<file path="src/rtl/tpu_result_drain_pkg.sv">
// Shared definitions for the TPU result drain: drain FSM states, default widths,
// beat-count/clog2 helpers and the 16-bit clamp limits.
package tpu_pkg;

  typedef enum logic [1:0] {
    IDLE  = 2'd0,
    RUN   = 2'd1,
    FLUSH = 2'd2,
    DONE  = 2'd3
  } drain_state_e;

  localparam int DEF_ARRAY_SIZE        = 32;
  localparam int DEF_OUTPUT_DATA_WIDTH = 32;
  localparam int DEF_SRAM_DATA_WIDTH   = 64;
  localparam int DEF_ADDR_WIDTH        = 6;
  localparam int DEF_FIFO_DEPTH        = 4;

  localparam int CLAMP_MAX = 32767;
  localparam int CLAMP_MIN = -32768;

  function automatic int clog2(input int value);
    int result;
    result = 0;
    for (int i = 0; i < 31; i++) begin
      if ((32'sd1 << i) < value) begin
        result = i + 1;
      end else begin
        result = result;
      end
    end
    return result;
  endfunction

  function automatic int beats_per_row(input int array_size, input int elem_w, input int beat_w);
    return (array_size * elem_w) / beat_w;
  endfunction

  localparam int DEF_BEATS = beats_per_row(DEF_ARRAY_SIZE, DEF_OUTPUT_DATA_WIDTH, DEF_SRAM_DATA_WIDTH);

endpackage

</file>
<file path="src/rtl/tpu_result_drain_fifo.sv">
// tpu_row_fifo: synchronous row FIFO with MSB-toggle pointers. A push while full
// is only taken when a pop happens in the same cycle.
module tpu_row_fifo
  import tpu_pkg::*;
#(
  parameter int WIDTH = 8,
  parameter int DEPTH = 4
) (
  input  logic             clk,
  input  logic             srstn,
  input  logic             push,
  input  logic             pop,
  input  logic [WIDTH-1:0] wdata,
  output logic [WIDTH-1:0] rdata,
  output logic             full,
  output logic             empty
);

  localparam int AW = clog2(DEPTH);

  logic [AW:0]      wr_ptr_q, wr_ptr_d;
  logic [AW:0]      rd_ptr_q, rd_ptr_d;
  logic [WIDTH-1:0] mem_q [DEPTH];
  logic             do_push;
  logic             do_pop;

  // Status flags and pointer advance
  always_comb begin
    empty   = (wr_ptr_q == rd_ptr_q);
    full    = (wr_ptr_q[AW] != rd_ptr_q[AW]) && (wr_ptr_q[AW-1:0] == rd_ptr_q[AW-1:0]);
    do_pop  = pop && !empty;
    do_push = push && (!full || do_pop);
    if (do_push) begin
      wr_ptr_d = wr_ptr_q + (AW+1)'(1);
    end else begin
      wr_ptr_d = wr_ptr_q;
    end
    if (do_pop) begin
      rd_ptr_d = rd_ptr_q + (AW+1)'(1);
    end else begin
      rd_ptr_d = rd_ptr_q;
    end
    rdata = mem_q[rd_ptr_q[AW-1:0]];
  end

  // Pointer registers; reset discards all buffered rows
  always_ff @(posedge clk or negedge srstn) begin
    if (!srstn) begin
      wr_ptr_q <= '0;
      rd_ptr_q <= '0;
    end else begin
      wr_ptr_q <= wr_ptr_d;
      rd_ptr_q <= rd_ptr_d;
    end
  end

  // Row storage
  always_ff @(posedge clk) begin
    if (do_push) begin
      mem_q[wr_ptr_q[AW-1:0]] <= wdata;
    end
  end

endmodule

</file>
<file path="src/rtl/tpu_result_drain.sv">
// Captures tpu_top result rows into a small FIFO and serialises them as beats.
// Optional build macro TPU_DRAIN_CLAMP_EN saturates each element to signed 16 bits on push.
module tpu_result_drain
  import tpu_pkg::*;
#(
  parameter int ARRAY_SIZE        = DEF_ARRAY_SIZE,
  parameter int OUTPUT_DATA_WIDTH = DEF_OUTPUT_DATA_WIDTH,
  parameter int SRAM_DATA_WIDTH   = DEF_SRAM_DATA_WIDTH,
  parameter int ADDR_WIDTH        = DEF_ADDR_WIDTH,
  parameter int FIFO_DEPTH        = DEF_FIFO_DEPTH,
  localparam int ROW_W  = ARRAY_SIZE * OUTPUT_DATA_WIDTH,
  localparam int BEATS  = beats_per_row(ARRAY_SIZE, OUTPUT_DATA_WIDTH, SRAM_DATA_WIDTH),
  localparam int BEAT_W = (clog2(BEATS) > 0) ? clog2(BEATS) : 1
) (
  input  logic                       clk,
  input  logic                       srstn,
  input  logic                       tpu_start,
  input  logic                       tpu_done,
  input  logic                       in_we,
  input  logic [ADDR_WIDTH-1:0]      in_waddr,
  input  logic [ROW_W-1:0]           in_wdata,
  output logic                       out_valid,
  input  logic                       out_ready,
  output logic [SRAM_DATA_WIDTH-1:0] out_data,
  output logic [ADDR_WIDTH-1:0]      out_row_addr,
  output logic [BEAT_W-1:0]          out_beat,
  output logic                       out_last,
  output logic                       overflow,
  output logic [7:0]                 drop_cnt,
  output logic                       drain_done
);

  localparam int FIFO_W = ADDR_WIDTH + ROW_W;

  drain_state_e      state_q, state_d;
  logic [BEAT_W-1:0] beat_q, beat_d;
  logic              overflow_q, overflow_d;
  logic [7:0]        drop_cnt_q, drop_cnt_d;

  logic              fifo_full, fifo_empty;
  logic              accepting, push_req, pop, handshake, at_last, drop;
  logic [ROW_W-1:0]  row_store;
  logic [FIFO_W-1:0] head;
  logic [BEATS-1:0][SRAM_DATA_WIDTH-1:0] head_beats;

`ifdef TPU_DRAIN_CLAMP_EN
  localparam logic signed [OUTPUT_DATA_WIDTH-1:0] ELEM_MAX = OUTPUT_DATA_WIDTH'(CLAMP_MAX);
  localparam logic signed [OUTPUT_DATA_WIDTH-1:0] ELEM_MIN = OUTPUT_DATA_WIDTH'(CLAMP_MIN);
  logic [ARRAY_SIZE-1:0][OUTPUT_DATA_WIDTH-1:0] in_elems, store_elems;
  logic signed [OUTPUT_DATA_WIDTH-1:0]          elem;

  // Saturate every element into the signed 16-bit range before storage
  always_comb begin
    in_elems    = in_wdata;
    store_elems = in_elems;
    elem        = '0;
    for (int i = 0; i < ARRAY_SIZE; i++) begin
      elem = in_elems[i];
      if (elem > ELEM_MAX) begin
        store_elems[i] = ELEM_MAX;
      end else if (elem < ELEM_MIN) begin
        store_elems[i] = ELEM_MIN;
      end else begin
        store_elems[i] = elem;
      end
    end
    row_store = store_elems;
  end
`else
  assign row_store = in_wdata;
`endif

  tpu_row_fifo #(
    .WIDTH(FIFO_W),
    .DEPTH(FIFO_DEPTH)
  ) u_fifo (
    .clk  (clk),
    .srstn(srstn),
    .push (push_req),
    .pop  (pop),
    .wdata({in_waddr, row_store}),
    .rdata(head),
    .full (fifo_full),
    .empty(fifo_empty)
  );

  // Handshake, pop and push/drop qualification; full is judged after the same-cycle pop
  always_comb begin
    accepting = (state_q == RUN) || (state_q == FLUSH);
    handshake = !fifo_empty && out_ready;
    at_last   = (beat_q == BEAT_W'(BEATS - 1));
    pop       = handshake && at_last;
    push_req  = in_we && accepting;
    drop      = push_req && fifo_full && !pop;
  end

  // Next-state, overflow bookkeeping and beat counter
  always_comb begin
    state_d    = state_q;
    overflow_d = overflow_q;
    drop_cnt_d = drop_cnt_q;
    beat_d     = beat_q;
    case (state_q)
      IDLE: begin
        if (tpu_start) begin
          state_d    = RUN;
          overflow_d = 1'b0;
          drop_cnt_d = 8'd0;
        end else begin
          state_d = IDLE;
        end
      end
      RUN: begin
        if (tpu_done) begin
          state_d = FLUSH;
        end else begin
          state_d = RUN;
        end
      end
      FLUSH: begin
        if (fifo_empty && !handshake) begin
          state_d = DONE;
        end else begin
          state_d = FLUSH;
        end
      end
      DONE:    state_d = IDLE;
      default: state_d = IDLE;
    endcase
    if (drop) begin
      overflow_d = 1'b1;
      if (drop_cnt_q != 8'hFF) begin
        drop_cnt_d = drop_cnt_q + 8'd1;
      end else begin
        drop_cnt_d = drop_cnt_q;
      end
    end else begin
      drop_cnt_d = drop_cnt_d;
    end
    if (handshake) begin
      beat_d = at_last ? '0 : beat_q + BEAT_W'(1);
    end else begin
      beat_d = beat_q;
    end
  end

  // Control registers
  always_ff @(posedge clk or negedge srstn) begin
    if (!srstn) begin
      state_q    <= IDLE;
      beat_q     <= '0;
      overflow_q <= 1'b0;
      drop_cnt_q <= 8'd0;
    end else begin
      state_q    <= state_d;
      beat_q     <= beat_d;
      overflow_q <= overflow_d;
      drop_cnt_q <= drop_cnt_d;
    end
  end

  // Beat view of the head row; outputs are forced to zero while nothing is buffered
  always_comb begin
    head_beats = head[ROW_W-1:0];
    overflow   = overflow_q;
    drop_cnt   = drop_cnt_q;
    drain_done = (state_q == DONE);
    if (fifo_empty) begin
      out_valid    = 1'b0;
      out_data     = '0;
      out_row_addr = '0;
      out_beat     = '0;
      out_last     = 1'b0;
    end else begin
      out_valid    = 1'b1;
      out_data     = head_beats[beat_q];
      out_row_addr = head[FIFO_W-1:ROW_W];
      out_beat     = beat_q;
      out_last     = at_last;
    end
  end

endmodule

</file>
<file path="config.mk">
export PLATFORM = sky130hd
export DESIGN_NAME = tpu_result_drain
export DESIGN_NICKNAME = d
export VERILOG_FILES = /design/src/rtl/tpu_result_drain_pkg.sv /design/src/rtl/tpu_result_drain_fifo.sv /design/src/rtl/tpu_result_drain.sv
export SDC_FILE = /design/constraint.sdc
export NUM_CORES = 2
export LEC_CHECK = 0
export BUFFER_PORTS_ARGS = -buffer_cell sky130_fd_sc_hd__buf_2
export CAP_MARGIN = 20
export CORE_ASPECT_RATIO = 0.8
export CORE_MARGIN = 8
export CORE_UTILIZATION = 60
export CTS_BUF_LIST = sky130_fd_sc_hd__clkbuf_4 sky130_fd_sc_hd__clkbuf_8
export CTS_CLUSTER_SIZE = 8
export DETAILED_ROUTE_END_ITERATION = 6
export GPL_ROUTABILITY_DRIVEN = 0
export PLACE_DENSITY_LB_ADDON = 0.05
export SLEW_MARGIN = 10
export SYNTH_ARGS = -nofsm -noshare
export SYNTH_HDL_FRONTEND = slang
export SYNTH_MEMORY_MAX_BITS = 65536
export SYNTH_SLANG_ARGS = --single-unit
</file>
<file path="constraint.sdc">
create_clock -name clk -period 43.1 [get_ports clk]
set_input_delay 0 -clock clk [delete_from_list [all_inputs] [get_ports clk]]
set_output_delay 0 -clock clk [all_outputs]
set_load 0.01 [all_outputs]
</file>
==> impl_metrics.ini <==
[status]
status = finished clean

[drt]
wl_per_cell_um = 30.99
vias = 87117
drt-initial-drc-count = 9452
drc = 0
first_pass_iters = 5
wirelength_um = 439300
drtAntennaViolNets = 0
vias_per_cell = 6.145

[sta]
slew_headroom_pct = 17.63
hold_viol = 0
finalCritPeriodShare_pct = 21.71
skew_ns = 0.04000
finalSetupTns_ns = 0
tightestPinTransition_ns = 1.236
setup_viol = 0
clock.fmax_mhz = 106.9
fin_crit_ns = 9.358
final_max_slew_viol_count = 0
rsz0062_at_grt = no

[yosys]
netlist_instances = 6553
synth_nets = 7600
seq_area_frac_synth_pct = 79.84
ys_types = 46
synth_ff_type = edfxtp_1
synth-edff-count = 4120
synth_area_per_cell_um2 = 23.75
yosys_warnings = 0
synthesis.area_um2 = 155600
ys_async_sr_fraction_pct = 0.5071
ys_ff_latch = 4141

[clocking]
clkSinkCount = 4141
cts_buffer_depth = 4
clock_latency_ns = 1.02
cts_buffers = 631
cts-root-buf = clkbuf_8
cts_resized = 0
path_clk_slew_ns = 0.06
cts_max_level = 6
cts_tree = built

[cells_and_area]
seqCellArea_um2 = 124300
nets = 11196
area_growth_pct = 26.95
multiInputGateArea_um2 = 29650
num-fill-cells = 14168
layout-drive-gt1-share_pct = 30.51

[critical_path]
critPathRequiredTime_ns = 43.10
path_class = register to output pin
path_max_fanout = 48
reg2reg_slack_ns = 36.14
cp.arrival_ns = 9.36
startpoint_type = register
worstSetupEndpointType = output pin

[pwr]
power.total_w = 0.01139
p_leak_nw = 65.13
ir_worst_vdd_uv = 53.30
pwr_density_cell_nw_per_um2 = 57.66

[floorplan]
coreArea_um2 = 258500
io-pin-count = 1122
rows = 167
die_h_um = 471.5
die_w_um = 585.4
start_util_pct = 60.21
die_area_um2 = 276000

[worst_hold_path]
hold_path_class = input pin to asynchronous set/reset pin

[grt]
antenna_found_initial = 287
grt_max_degree = 164
grtUsageTotal_pct = 31.19
grt_pass1_vias = 90337
grt_pass1_wl_um = 621100
grt_overflow = 0

[placed_design]
io_buffers = 1121
dp_hpwl_um = 266600

[run]
cap_violations = 0
==> logic make-up (layout without fill, tap and decap cells) <==
family,count (synthesis),after routing,share of synthesized area [%]
buffers and inverters,381,4281,1.183
muxes,1053,1053,14.89
AOI/OAI and AO/OA,733,733,3.100
adders and majority gates,11,11,0.08844
xor gates and xnor gates,9,9,0.05065
and+or+nand+nor,225,225,0.8466
other,0,261,0
DFF,4141,4141,79.84
==> critical path, stage by stage, from the launching register on <==
cell and delay, ns:
dfrtp_4 0.75, buf_4 0.82, buf_4 0.89, buf_4 0.78, buf_4 0.81, buf_4 0.71, buf_4 0.75, buf_4 0.71
mux4_2 0.59, a22oi_1 0.20, a21oi_1 0.28, or4_1 0.67, buf_2 0.18
==> final timing paths <==
| check | from | endpoint | cells after the start |
|---|---|---|---|
| min | srstn | u_fifo.rd_ptr_q[2] | 3 |
| min in group clk | in_we | drop_cnt[6] | 5 |
| min reg2reg | overflow | overflow | 1 |
| max reg2reg | u_fifo.rd_ptr_q[1] | u_fifo.mem_q[0][906] | 9 |
| max | u_fifo.rd_ptr_q[0] | out_data[46] | 12 |
| max in group asynchronous | srstn | drop_cnt[3] | 4 |
==> per-layer routing <==
metal | part of all wire, % | GRT usage [%] | vias to the layer above
met4 | 5.0 | 14.86 | 126
li1 | - | - | 35989
met1 | 36 | 40.06 | 45240
met3 | 9.3 | 7.795 | 970
met5 | 0.19 | 0 | -
met2 | 50 | 50.63 | 4792
==> timing repair <==
item / 4_1_cts / 5_1_grt
hold buffers: 2071 / 0
hold endpoints to repair: 4314 / 0
buffers inserted: 0 / 0
==> synthesized netlist by cell type, drive strengths merged, types with 15 or more instances <==
cell type	instances	area [µm²]
a21oi	194	970.9
a22oi	364	2733
and2	21	131.4
buf	195	1142
clkbuf	176	660.6
dfrtp	21	525.5
edfxtp	4120	123700
mux2i	41	410.4
mux4	1010	22750
nand2	20	75.07
nand3	15	80.08
nor2	15	56.30
nor3	65	330.3
o22ai	148	925.9
or4	64	480.5
==> through the flow <==
stage	utilization (%)	hold slack, ns	std cells	instance area [µm²]	setup slack, ns
after detailed placement	63.89	0.004598	10907	165100	34.48
final	76.44	0.09146	14178	197600	33.74
after CTS	76.17	0.05894	13915	196900	33.31
after global placement	63.87	-0.005381	10903	165100	34.51
after floorplan	-	-0.2956	6553	155600	17.18
after global routing	76.33	0.04638	14072	197300	32.81
==> flip-flops by register name, summed over array words and instances (netlist names), named ones only <==
signal and cells:
overflow 1, u_fifo.rd_ptr_q 3, u_fifo.mem_q 4120, u_fifo.wr_ptr_q 3, state_q 1, beat_q 4
drop_cnt 8
==> report_power, final <==
group / internal [W] / switching (W) / total [W]
registers: 0.00503 / 0.000123 / 0.00515
logic: 0.00130 / 0.00195 / 0.00325
clock network: 0.00156 / 0.00143 / 0.00299
total: 0.00789 / 0.00350 / 0.0114
==> layout make-up <==
class / count / share of cell area, %
diodes: 261 / 0.3306
clock buffers: 852 / 5.308
clock inverters: 85 / 0.2590
inverters: 10 / 0.01900
multi-input cells: 2031 / 15.01
flip-flops and latches: 4141 / 62.89
well taps: 3464 / 2.194
repair buffers: 3334 / 13.99
==> cell usage in the layout (no fill, tap or decap), types with 124 or more instances in the layout <==
master,n
buf_2,1121
buf_4,124
a21oi_1,194
clkbuf_4,198
o22ai_1,148
diode_2,261
dlygate4sd3_1,2071
a22oi_1,364
edfxtp_1,4120
clkbuf_8,654
mux4_2,1010
Note: power is estimated with default switching activity, not from simulation.
